[config.mk]
export PLATFORM = sky130hd
export DESIGN_NAME = clint_timer
export DESIGN_NICKNAME = d
export VERILOG_FILES = /design/src/rtl/clint_timer.sv
export SDC_FILE = /design/constraint.sdc
export NUM_CORES = 1
export LEC_CHECK = 0
export CORE_MARGIN = 2
export CORE_UTILIZATION = 40
export DETAILED_ROUTE_END_ITERATION = 8
export GPL_TIMING_DRIVEN = 0
export PLACE_DENSITY = 0.65
export RECOVER_POWER = 25
export SETUP_SLACK_MARGIN = 0.02
export SYNTH_ARGS = -nofsm -noshare
export SYNTH_HDL_FRONTEND = slang
export SYNTH_SLANG_ARGS = --single-unit
[constraint.sdc]
create_clock -name clk_sys_i -period 3.57 [get_ports clk_sys_i]
set_clock_uncertainty 0.15 [all_clocks]
set_input_delay 0.5355 -clock clk_sys_i [delete_from_list [all_inputs] [get_ports clk_sys_i]]
set_output_delay 0.5355 -clock clk_sys_i [all_outputs]
set_load 0.01 [all_outputs]
[src/rtl/clint_timer.sv]
// RISC-V CLINT-style machine timer: free-running mtime with prescaler, mtimecmp compare
// and MSIP software interrupt, behind a single-outstanding request/ack register bus.
module clint_timer #(
   parameter int unsigned REG_WIDTH = 64,
   parameter int unsigned TICK_DIV  = 1
) (
   input  logic                 clk_sys_i,
   input  logic                 rst_i,
   input  logic                 bus_req_i,
   input  logic                 bus_we_i,
   input  logic [15:0]          bus_addr_i,
   input  logic [REG_WIDTH-1:0] bus_wdata_i,
   output logic                 bus_ack_o,
   output logic [REG_WIDTH-1:0] bus_rdata_o,
   output logic                 bus_err_o,
   output logic                 time_intr_o,
   output logic                 software_intr_o,
   output logic [REG_WIDTH-1:0] mtime_o
);

   localparam logic [15:0] ADDR_MSIP     = 16'h0000;
   localparam logic [15:0] ADDR_MTIMECMP = 16'h4000;
   localparam logic [15:0] ADDR_MTIME    = 16'hBFF8;
   localparam logic [15:0] PRESC_MAX     = 16'(TICK_DIV - 1);

   logic [15:0]          presc_q, presc_d;
   logic [REG_WIDTH-1:0] mtime_q, mtime_d;
   logic [REG_WIDTH-1:0] mtimecmp_q, mtimecmp_d;
   logic                 msip_q, msip_d;
   logic                 ack_q, ack_d;
   logic                 err_q, err_d;
   logic [REG_WIDTH-1:0] rdata_q, rdata_d;
   logic                 intr_q, intr_d;

   logic accept, wr, rd, tick;
   logic sel_msip, sel_cmp, sel_mtime, unmapped;

   always_comb begin
      // A request is only taken while no ack is showing, giving one access per two cycles.
      accept    = bus_req_i & ~ack_q;
      wr        = accept & bus_we_i;
      rd        = accept & ~bus_we_i;
      sel_msip  = (bus_addr_i == ADDR_MSIP);
      sel_cmp   = (bus_addr_i == ADDR_MTIMECMP);
      sel_mtime = (bus_addr_i == ADDR_MTIME);
      unmapped  = ~(sel_msip | sel_cmp | sel_mtime);
      tick      = (presc_q == PRESC_MAX);

      presc_d = tick ? 16'd0 : presc_q + 16'd1;

      // A software write to mtime wins over a coincident tick.
      mtime_d = mtime_q;
      if (wr && sel_mtime) begin
         mtime_d = bus_wdata_i;
      end else if (tick) begin
         mtime_d = mtime_q + REG_WIDTH'(1);
      end

      mtimecmp_d = mtimecmp_q;
      if (wr && sel_cmp) begin
         mtimecmp_d = bus_wdata_i;
      end

      msip_d = msip_q;
      if (wr && sel_msip) begin
         msip_d = bus_wdata_i[0];
      end

      rdata_d = '0;
      if (rd) begin
         if (sel_msip) begin
            rdata_d = {{(REG_WIDTH-1){1'b0}}, msip_q};
         end else if (sel_cmp) begin
            rdata_d = mtimecmp_q;
         end else if (sel_mtime) begin
            rdata_d = mtime_q;
         end
      end

      ack_d  = accept;
      err_d  = accept & unmapped;
      intr_d = (mtime_q >= mtimecmp_q);
   end

   always_ff @(posedge clk_sys_i) begin
      if (rst_i) begin
         presc_q    <= '0;
         mtime_q    <= '0;
         mtimecmp_q <= '1;
         msip_q     <= 1'b0;
         ack_q      <= 1'b0;
         err_q      <= 1'b0;
         rdata_q    <= '0;
         intr_q     <= 1'b0;
      end else begin
         presc_q    <= presc_d;
         mtime_q    <= mtime_d;
         mtimecmp_q <= mtimecmp_d;
         msip_q     <= msip_d;
         ack_q      <= ack_d;
         err_q      <= err_d;
         rdata_q    <= rdata_d;
         intr_q     <= intr_d;
      end
   end

   assign bus_ack_o       = ack_q;
   assign bus_err_o       = err_q;
   assign bus_rdata_o     = rdata_q;
   assign time_intr_o     = intr_q;
   assign software_intr_o = msip_q;
   assign mtime_o         = mtime_q;

endmodule

# Yosys cells after proc, flatten, opt, wreduce, memory -nomap -nowiden
# Index checks and enable logic that the tools add are counted.
# totals
register_bits	212
out_inout_bits	132
word_cells	38
# classes
addsub	2
n_lt_le_gt_ge	1
n_eq_ne	2
mux	5
n_bitwise	10
reduce_logical	9
# ops
operator	count
$mux 64	4
$add 64x1->64 const B	1
$ge 64x64->1	1
$logic_not 16->1	2
$add 16x1->16 const B	1
$eq 16x15->1 const B	1
$eq 16x16->1 const B	1
$and 1x1->1	4
$not 1->1	4
$reduce_or 2->1	2
$logic_and 1x1->1	3
$reduce_or 3->1	1
$or 1x1->1	2
$reduce_bool 2->1	1
$mux 1	1

# Longest topological paths before layout
# Gate-level depths: netlist of the first run.
# depth
depth_word	5
depth_mapped	10
mapped_depth_nobuf	8

# Worst setup path after synthesis of the first run
# Ideal clock, no wire load.
# synth_path
path_type	register to register
start	register mtime_q[16], in the netlist mtime_o[16]
end	register mtime_q[60], in the netlist mtime_o[60]
t_arrival_ns	2.461
t_required_ns	3.329
setup_slack_ns	0.868
stages_incl_launch_ff	9
n_path_buf	2
synth_period_minus_slack_ns	2.702
cell_sequence	dfxtp_1 -> and4_1 -> nand4_1 -> or3_1 -> buf_6 -> or3_1 -> buf_2 -> or4_1 -> a311oi_1
# synth_via
elab_chain_cells	3
# synth_rtl
item	line_no	source
from (decl)	27	logic [REG_WIDTH-1:0] mtime_q, mtime_d;
from (signal assigned)	97	mtime_q <= mtime_d;
$add 64x1->64	56	mtime_d = mtime_q + REG_WIDTH'(1);
$mux 64	55	end else if (tick) begin
$mux 64	53	if (wr && sel_mtime) begin
# No other way between the ends. The select of a mux whose other input is x is not followed.
# A chain may end at the register's enable or synchronous reset.

# Worst setup path after layout of the first run
# layout_path
start	input port bus_addr_i[1]
end	register rdata_q[16], in the netlist bus_rdata_o[16]
# layout_via
elab_chain_cells	3
word_cells_on_any_way	6
cone_classes	eq/ne (2); mux (2); reduce/logical (2)
# layout_rtl
item	line_no	source
from (decl)	11	input logic [15:0] bus_addr_i,
$eq 16x16->1	45	sel_mtime = (bus_addr_i == ADDR_MTIME);
$mux 64	75	end else if (sel_mtime) begin
$mux 64	73	end else if (sel_cmp) begin
to (signal assigned)	102	rdata_q <= rdata_d;
to (decl)	32	logic [REG_WIDTH-1:0] rdata_q, rdata_d;
# Parallel ways exist; a longest one is shown, timed or not.

==> impl_metrics.csv, run 1 <==
group,metric,value,unit
setup_path,crit_slowest_cell,"clkbuf_1",
detailed_routing,vias_per_cell,5.429,
layout,syn2layout_area_growth,33.37,%
setup_path,critPathMaxFanout,10,
setup_path,worstSetupEndpointType,"flip-flop",
layout,seq_area,4244,sq um
detailed_routing,dr.pass1.iters,5,
setup_path,cp.arrival,3530,ps
setup_path,max_stage_delay,760,ps
die,fp.coreArea,25180,sq um
power,p_leak,5.566,nW
power,clkPwrFrac,0.501,
synthesis,synth_area_leaders,"dfxtp_1, ha_1, nor2_1",
die,io_pins,216,
setup_path,start_kind,"primary input",
die,die_h,164.0,um
layout,nets,1595,
sta,finalSetupTns,0,ps
setup_path,r2r-end,"mtime_o[35]",
power,irDropWorstVdd,0.3237,mV
sta,whs,356.0,ps
die,die_x,164.0,um
setup_path,cp_num_buf_inv,3,
global_route,grt_pass1_wl,50940,um
detailed_routing,drt-wirelength-per-cell,18.08,um
power,comb_power_share,0.041,
min_path,worstHoldStart,"mtimecmp_q[57]",
setup_path,ff2ff_path_depth,10,
die,dieArea,26890,sq um
placement,pre_cts_slack,-651.4,ps
sta,rsz0062_at_grt,"no",
setup_path,critical_path.top_delay_family,"buffers and inverters",
sta,fmaxAchievable,0.3084,GHz
cts,ctsHtreeMaxLevel,1,
placement,globalplace.congestion,0.9322,
synthesis,syn_nets,1355,
detailed_routing,vias,9734,
detailed_routing,drt_iter0_drc,762,
power,p_sw_frac,0.2124,
cts,cts_tree,"built",
setup_path,cp-startpoint,"bus_addr_i[1]",
detailed_routing,remaining_drc_errors,0,
global_route,grt.overflow.total,0,
power,p_seq_frac,0.459,
global_route,antenna_found_initial,0,
cts,clock_latency,510,ps
synthesis,ys_warn_count,0,
cts,clkTransAtPathRegs,60,ps
synthesis,yosys.area.top_type_share,0.4146,
synthesis,synthArstFlopShare,0,
synthesis,yosysUniqueCellTypes,48,
synthesis,syn_area,10240,sq um
synthesis,synth-seq-area-share,0.4146,
setup_path,r2r-start,"presc_q[0]",
synthesis,syn_avg_cell_area,8.503,sq um
cts,ctsLongestPathBuffers,3,
setup_path,path_cells,"clkdlybuf4s50_1, nor3_1, nand4_1, nor4_2, clkbuf_1, buf_1, a22oi_1, nor2_1",
sta,relSlewSlack,0.2667,
detailed_routing,routed_wl,32410,um
power,cellPowerDensity,379.5,nW/um^2
layout,nFillCells,2346,
setup_path,r2r_setup_slack,550,ps
sta,setup_ws,327.7,ps
die,start_util,0.4065,
cts,cts-buffers-inserted,24,
cts,hold_buffers,0,
synthesis,synth_top_cell_by_area,"dfxtp_1",
synthesis,ys_seq_elements,212,
placement,hpwl,24220,um
power,internal-power,0.004081,W
global_route,grt_usage,0.2387,
synthesis,synth-edff-count,0,
sta,period_minus_slack,3242,ps
sta,finalSetupViolCount,0,
min_path,min_path_type,"flip-flop to flip-flop",
global_route,grt_max_degree,13,
outcome,outcome,"finished, final reports clean",
cts,root_buffer,"clkbuf_16",
setup_path,crit_end,"bus_rdata_o[16]",
sta,hold_viol_final,0,
placement,io_buffers,214,
global_route,grt_pass1_vias,9386,
layout,drive_above_1_share,0.03557,
sta,final_max_slew_viol_count,0,
setup_path,path_depth,8,
detailed_routing,final_antenna_net_count,0,
synthesis,synth_ff_type,"dfxtp_1",
die,num_rows,58,
power,p_switching,0.001100,W
synthesis,syn_inst,1204,
run,cap_violations,0,
layout,multi_input_area,5428,sq um
setup_path,critPathRequiredTime,3860,ps
sta,worstMarginPinSlew,1100,ps
setup_path,path_class,"primary input to flip-flop",
cts,clock-sinks,212,
sta,layout_worst_path_cycle_share,0.9082,
## how the worst min path moves through the flow
stage / end / slack, ps / cells after the start
2_1_floorplan: presc_q[0] / 310 / 1
3_3_place_gp: bus_rdata_o[38] / 340 / 2
3_5_place_dp: bus_rdata_o[26] / 350 / 2
4_1_cts: bus_rdata_o[26] / 360 / 2
5_1_grt: presc_q[0] / 380 / 1
6_report: bus_rdata_o[57] / 360 / 2
## sequential cells by signal, summed over array words and instances (netlist names)
signal,count
mtime_o,64
mtimecmp_q,64
bus_ack_o,1
bus_err_o,1
presc_q,16
software_intr_o,1
time_intr_o,1
bus_rdata_o,64
## cell families (layout without fill, tap and decap cells)
| kind of cell | Yosys count | in the layout | synth area share |
|---|---|---|---|
| DFF | 212 | 212 | 0.4146 |
| xor gates and xnor gates | 70 | 70 | 0.05989 |
| and+or+nand+nor | 450 | 450 | 0.2084 |
| other | 0 | 1 | 0 |
| buffers and inverters | 151 | 409 | 0.05659 |
| adders and majority gates | 67 | 67 | 0.08189 |
| AOI/OAI and AO/OA | 251 | 251 | 0.1758 |
| muxes | 3 | 3 | 0.002933 |
## synth_stat cells (all sizes together) (8+ instances only)
cell type and count:
and3 8, nand4 34, nor3 23, xnor2 46, clkbuf 62, ha 67
nand3 36, a22oi 63, a21oi 32, inv 80, dfxtp 212, o211ai 66
nand2 116, a211oi 54, o21ai 11, xor2 24, nor4 37, and4 10
nor2 153, buf 9, or3 8
## metrics by stage
step,total power [W],instances,utilization,instance area (sq um)
2_1_floorplan,0.002480,1204,-,10240
3_3_place_gp,0.002639,1748,0.5080,12790
3_5_place_dp,0.002639,1748,0.5081,12790
4_1_cts,0.005217,1792,0.5418,13640
5_1_grt,0.005335,1792,0.5421,13650
6_report,0.005181,1793,0.5422,13650
## what timing repair did
item / in CTS / in global routing
resized for setup: 1 / 3
endpoints found under the setup margin: 64 / 86
setup buffers: 0 / 0
## final cells by class
| type | instances | share of cell area |
|---|---|---|
| repair buffers | 214 | 0.1569 |
| well taps | 330 | 0.03024 |
| flip-flops and latches | 212 | 0.3109 |
| clock inverters | 5 | 0.005499 |
| multi-input cells | 841 | 0.3975 |
| diodes | 1 | 0.0001833 |
| inverters | 80 | 0.02199 |
| plain buffers | 71 | 0.02053 |
| clock buffers | 39 | 0.05627 |
## worst register-to-register path, delay by kind of cell, from the launching register on
kind                     cells  cell delay, ps
AO/OA/AOI/OAI                1             200
buffers and inverters        3            1160
flip-flops                   1             440
XOR/XNOR                     1             170
adder cells (fa/ha/maj)      1             220
AND/OR/NAND/NOR              4             580
## layer usage
metal	up-vias	routed length, um	GRT usage	part of all wire
li1	4792	-	-	-
met1	4541	14850	0.3310	0.46
met2	340	14470	0.3795	0.45
met3	61	2281	0.03990	0.070
met4	0	808	0.07416	0.025
met5	-	0	0	0
## placed cells by master (no fill, tap or decap), drive strengths merged, types with 2 or more instances in the layout
| cell type | synthesis | routed |
|---|---|---|
| nor2 | 153 | 153 |
| a22o | 5 | 5 |
| xor2 | 24 | 24 |
| a32oi | 2 | 2 |
| and2 | 6 | 6 |
| clkinv | 0 | 3 |
| a21oi | 32 | 32 |
| a22oi | 63 | 63 |
| nand3b | 2 | 2 |
| dlygate4sd3 | 0 | 78 |
| and4 | 10 | 10 |
| nand2b | 3 | 3 |
| dfxtp | 212 | 212 |
| nand2 | 116 | 116 |
| xnor2 | 46 | 46 |
| and3 | 8 | 8 |
| clkbuf | 62 | 101 |
| o31ai | 5 | 5 |
| a21o | 3 | 3 |
| mux2i | 3 | 3 |
| a311oi | 5 | 5 |
| inv | 80 | 80 |
| buf | 9 | 9 |
| o21ai | 11 | 11 |
| ha | 67 | 67 |
| or3 | 8 | 8 |
| bufinv | 0 | 2 |
| clkdlybuf4s50 | 0 | 136 |
| or4 | 6 | 6 |
| or2 | 3 | 3 |
| a211oi | 54 | 54 |
| nor3 | 23 | 23 |
| nor4b | 2 | 2 |
| nand4 | 34 | 34 |
| o211ai | 66 | 66 |
| nor4 | 37 | 37 |
| nand3 | 36 | 36 |
## power groups by stage
stage / clock [W] / sequential (W) / combinational, W
6_report: 0.00259 / 0.00238 / 0.000211
5_1_grt: 0.00274 / 0.00238 / 0.000223
4_1_cts: 0.00263 / 0.00238 / 0.000212
3_5_place_dp: 0 / 0.00243 / 0.000210
3_3_place_gp: 0 / 0.00243 / 0.000211
2_1_floorplan: 0 / 0.00243 / 0.0000510
(Power assumes the default switching activity.)
==> run 2, diff against run 1 <==
CORE_UTILIZATION = 26   (was 40)
PLACE_DENSITY = default   (was 0.65)
==> impl_metrics.csv, run 2 (synthesis gave the netlist of run 1 again) <==
group,metric,value,unit
placement,globalplace.congestion,0.8728,
sta,rsz0062_at_grt,"no",
setup_path,critPathRequiredTime,3830,ps
detailed_routing,dr.pass1.iters,5,
outcome,outcome,"finished, final reports clean",
global_route,antenna_found_initial,1,
global_route,grt_pass1_vias,9764,
sta,layout_worst_path_cycle_share,0.9266,
power,p_total,0.005330,W
sta,worstMarginPinSlew,1214,ps
run,cap_violations,0,
global_route,grt_pass1_wl,55850,um
detailed_routing,vias_per_cell,4.923,
global_route,grt_max_degree,13,
power,cellPowerDensity,382.7,nW/um^2
die,fp.coreArea,38740,sq um
cts,hold_buffers,0,
power,p_leak,5.589,nW
power,irDropWorstVdd,0.2635,mV
cts,ctsLongestPathBuffers,3,
die,start_util,0.2643,
die,dieArea,40980,sq um
setup_path,critPathMaxFanout,10,
layout,stdcell_count,1982,
layout,n_antenna_cell,0,
cts,post_cts_buffers,0,
detailed_routing,vias,9757,
sta,period_minus_slack,3308,ps
cts,clock-sinks,212,
sta,finalSetupViolCount,0,
layout,nets,1597,
detailed_routing,drt-wirelength-per-cell,18.22,um
placement,hpwl,27780,um
detailed_routing,drt_iter0_drc,509,
setup_path,cp.arrival,3570,ps
layout,drive_above_1_share,0.03689,
cts,clock_latency,550,ps
detailed_routing,routed_wl,36110,um
placement,io_buffers,214,
sta,whs,359.8,ps
cts,clkTransAtPathRegs,60,ps
sta,relSlewSlack,0.1903,
setup_path,start_kind,"primary input",
placement,dp_cells,1936,
cts,root_buffer,"clkbuf_16",
cts,cts_tree,"built",
layout,layout_commonest_cell,"dfxtp_1",
die,io_pins,216,
sta,final_max_slew_viol_count,0,
min_path,min_path_type,"flip-flop to flip-flop",
detailed_routing,remaining_drc_errors,0,
die,num_rows,72,
die,die_h,202.4,um
layout,final_cell_mix,"dfxtp_1, nor2_1, clkdlybuf4s50_1",
setup_path,worstSetupEndpointType,"flip-flop",
die,die_x,202.4,um
sta,fmaxAchievable,0.3023,GHz
layout,nFillCells,3980,
layout,syn2layout_area_growth,36.06,%
global_route,grt.overflow.total,0,
setup_path,path_class,"primary input to flip-flop",
global_route,grt_usage,0.1730,
sta,hold_viol_final,0,
cts,cts-buffers-inserted,26,
cts,ctsResizeCount,2,
cts,ctsHtreeMaxLevel,1,
detailed_routing,final_antenna_net_count,0,
run 2: cell types whose count changed in the layout (fill, tap and decap cells not counted):
cell,change
clkdlybuf4s50_1,-1
clkbuf_8,-5
inv_6,+1
clkbuf_16,+2
clkbuf_1,-1
clkinvlp_4,+1
bufinv_16,+1
dlygate4sd3_1,+1
clkinv_2,+2
diode_2,-1
dlygate4sd1_1,+1
run 2: area by class of cell:
class	instances	area (sq um)	share of cell area
plain buffers	71	285.3	0.02048
clock buffers	36	749.5	0.05381
clock inverters	10	131.4	0.009432
inverters	80	300.3	0.02156
multi-input cells	841	5428	0.3897
flip-flops and latches	212	4244	0.3047
well taps	518	648.1	0.04653
repair buffers	214	2142	0.1538
run 2: final timing paths:
kind                        from              end  slack (ps)  cells past startpoint
setup / recovery   bus_addr_i[3]  bus_rdata_o[62]         260                      8
setup reg to reg      presc_q[0]      mtime_o[25]         480                     10
hold reg to reg   mtimecmp_q[51]  bus_rdata_o[51]         360                      2
hold / removal    mtimecmp_q[51]  bus_rdata_o[51]         360                      2
run 2: stage by stage:
stage | area (sq um) | TNS [ps] | utilization | setup WS (ps)
after floorplan | 10240 | 0 | - | 867.6
after global placement | 13030 | -112100 | 0.3363 | -1079
after detailed placement | 13030 | -86360 | 0.3364 | -702.5
after CTS | 13920 | 0 | 0.3594 | 183.0
after global routing | 13930 | 0 | 0.3596 | 22.84
final | 13930 | 0 | 0.3596 | 262.0
run 2: per-layer routing:
metal,part of all wire,vias up,GRT usage
met5,0.00044,-,0
met4,0.027,2,0.05839
met3,0.071,59,0.03934
met2,0.46,297,0.2878
met1,0.44,4603,0.2201
li1,-,4796,-
run 2: critical path, stage by stage:
cell           delay (ps)
dlygate4sd3_1         550
nor4_1                310
nand4_1               300
nor2_1                220
or3_1                 130
clkbuf_1              880
clkbuf_1              470
nor2_1                150
run 2: report_power, final:
| part | total (W) | internal [W] | switching (W) |
|---|---|---|---|
| clock network | 0.00274 | 0.00168 | 0.00106 |
| logic | 0.000214 | 0.000104 | 0.000110 |
| registers | 0.00238 | 0.00237 | 0.00000645 |
| total | 0.00533 | 0.00415 | 0.00118 |
==> run 3, diff against run 2 <==
MAX_ROUTING_LAYER = met4   (was default)
==> impl_metrics.csv, run 3 (synthesis gave the netlist of run 1 again) <==
group,metric,value,unit
cts,post_cts_buffers,0,
setup_path,cp_num_buf_inv,3,
layout,drive_above_1_share,0.03689,
power,p_leak,5.589,nW
setup_path,path_class,"primary input to flip-flop",
placement,io_buffers,214,
setup_path,critPathRequiredTime,3820,ps
sta,worstMarginPinSlew,1319,ps
layout,nets,1597,
die,dieArea,40980,sq um
layout,multi_input_area,5428,sq um
detailed_routing,vias,9742,
sta,hold_viol_final,0,
setup_path,max_stage_delay,950,ps
die,fp.coreArea,38740,sq um
setup_path,cp.arrival,3650,ps
die,die_h,202.4,um
sta,setup_ws,178.0,ps
setup_path,critical_path.top_delay_family,"buffers and inverters",
outcome,outcome,"finished, final reports clean",
sta,finalSetupViolCount,0,
setup_path,start_kind,"primary input",
detailed_routing,remaining_drc_errors,0,
detailed_routing,drt-wirelength-per-cell,18.26,um
global_route,grt_pass1_vias,9752,
placement,globalplace.congestion,0.8871,
placement,hpwl,27780,um
layout,fin_area,13930,sq um
sta,final_max_slew_viol_count,0,
layout,layout_commonest_cell,"dfxtp_1",
placement,pre_cts_slack,-702.5,ps
detailed_routing,vias_per_cell,4.913,
detailed_routing,dr.pass1.iters,5,
sta,period_minus_slack,3392,ps
min_path,min_path_type,"flip-flop to flip-flop",
detailed_routing,final_antenna_net_count,0,
setup_path,worstSetupEndpointType,"flip-flop",
cts,ctsHtreeMaxLevel,1,
cts,ctsLongestPathBuffers,3,
global_route,grt_max_degree,13,
sta,relSlewSlack,0.1205,
global_route,grt_pass1_wl,55880,um
die,io_pins,216,
cts,root_buffer,"clkbuf_16",
die,num_rows,72,
setup_path,crit_slowest_cell,"clkbuf_1",
cts,cts_tree,"built",
sta,fmaxAchievable,0.2948,GHz
sta,rsz0062_at_grt,"no",
sta,layout_worst_path_cycle_share,0.9501,
cts,clock_latency,550,ps
detailed_routing,drt_iter0_drc,502,
setup_path,path_cells,"dlygate4sd3_1, nor4_1, nand4_1, nor2_1, or3_1, clkbuf_1, clkbuf_1, nor2_1",
layout,syn2layout_area_growth,36.08,%
cts,clkTransAtPathRegs,60,ps
detailed_routing,routed_wl,36210,um
layout,nFillCells,3981,
run,cap_violations,0,
cts,cts-buffers-inserted,26,
power,cellPowerDensity,382.7,nW/um^2
die,die_x,202.4,um
die,start_util,0.2643,
global_route,grt.overflow.total,0,
layout,final_cell_mix,"dfxtp_1, nor2_1, clkdlybuf4s50_1",
global_route,grt_usage,0.1783,
layout,seq_area,4244,sq um
placement,placed_area,13030,sq um
global_route,antenna_found_initial,1,
power,irDropWorstVdd,0.2617,mV
cts,clock-sinks,212,
setup_path,critPathMaxFanout,10,
run 3: cell count changes in the layout (fill, tap and decap cells not counted), sizes merged:
cell	change
diode	+1
run 3: final timing paths:
path                   from  cells past startpoint              end  slack (ps)
min          mtimecmp_q[38]                      2  bus_rdata_o[38]         360
max reg2reg      presc_q[0]                     10      mtime_o[19]         520
max           bus_addr_i[3]                      8  bus_rdata_o[62]         180
min reg2reg  mtimecmp_q[38]                      2  bus_rdata_o[38]         360
run 3: cell type report:
cell class	count	share of cell area
antenna	1	0.0001796
buffer	71	0.02048
clock buffer	36	0.05380
clock inverter	10	0.009431
inverter	80	0.02156
multi-input combinational	841	0.3896
sequential	212	0.3047
tap	518	0.04652
timing repair buffer	214	0.1538
run 3: repair_timing:
item | CTS | global route
hold buffers | 0 | 0
gates resized for setup | 2 | 5
setup endpoints to repair | 79 | 12
run 3: through the flow:
step	hold slack, ps	utilization	power, W	TNS (ps)	instances
global placement	346.7	0.3363	0.002644	-112100	1936
CTS	364.4	0.3594	0.005393	0	1982
global route	392.8	0.3596	0.005495	0	1983
floorplan	310.5	-	0.002480	0	1204
detailed placement	350.0	0.3364	0.002645	-86360	1936
finish	358.8	0.3596	0.005331	0	1983
run 3: layer usage:
layer  vias up  global-route usage  share of wire
li1       4805                   -              -
met1      4605              0.2199           0.45
met3        55             0.04015          0.067
met4         0             0.05787          0.027
met2       277              0.2885           0.46
met5         -                   -              0
run 3: where the power goes:
| part | switching (W) | internal, W |
|---|---|---|
| clock | 0.00106 | 0.00168 |
| sequential | 0.00000650 | 0.00237 |
| combinational | 0.000111 | 0.000104 |
run 3: worst register-to-register path, cell delays in order (launching register included):
cell	delay [ps]
dfxtp_1	440
inv_1	80
ha_1	220
nor4b_1	140
and4_1	210
nand2_1	100
clkbuf_1	570
buf_1	540
nor4_1	140
xnor2_1	150
a211oi_1	230
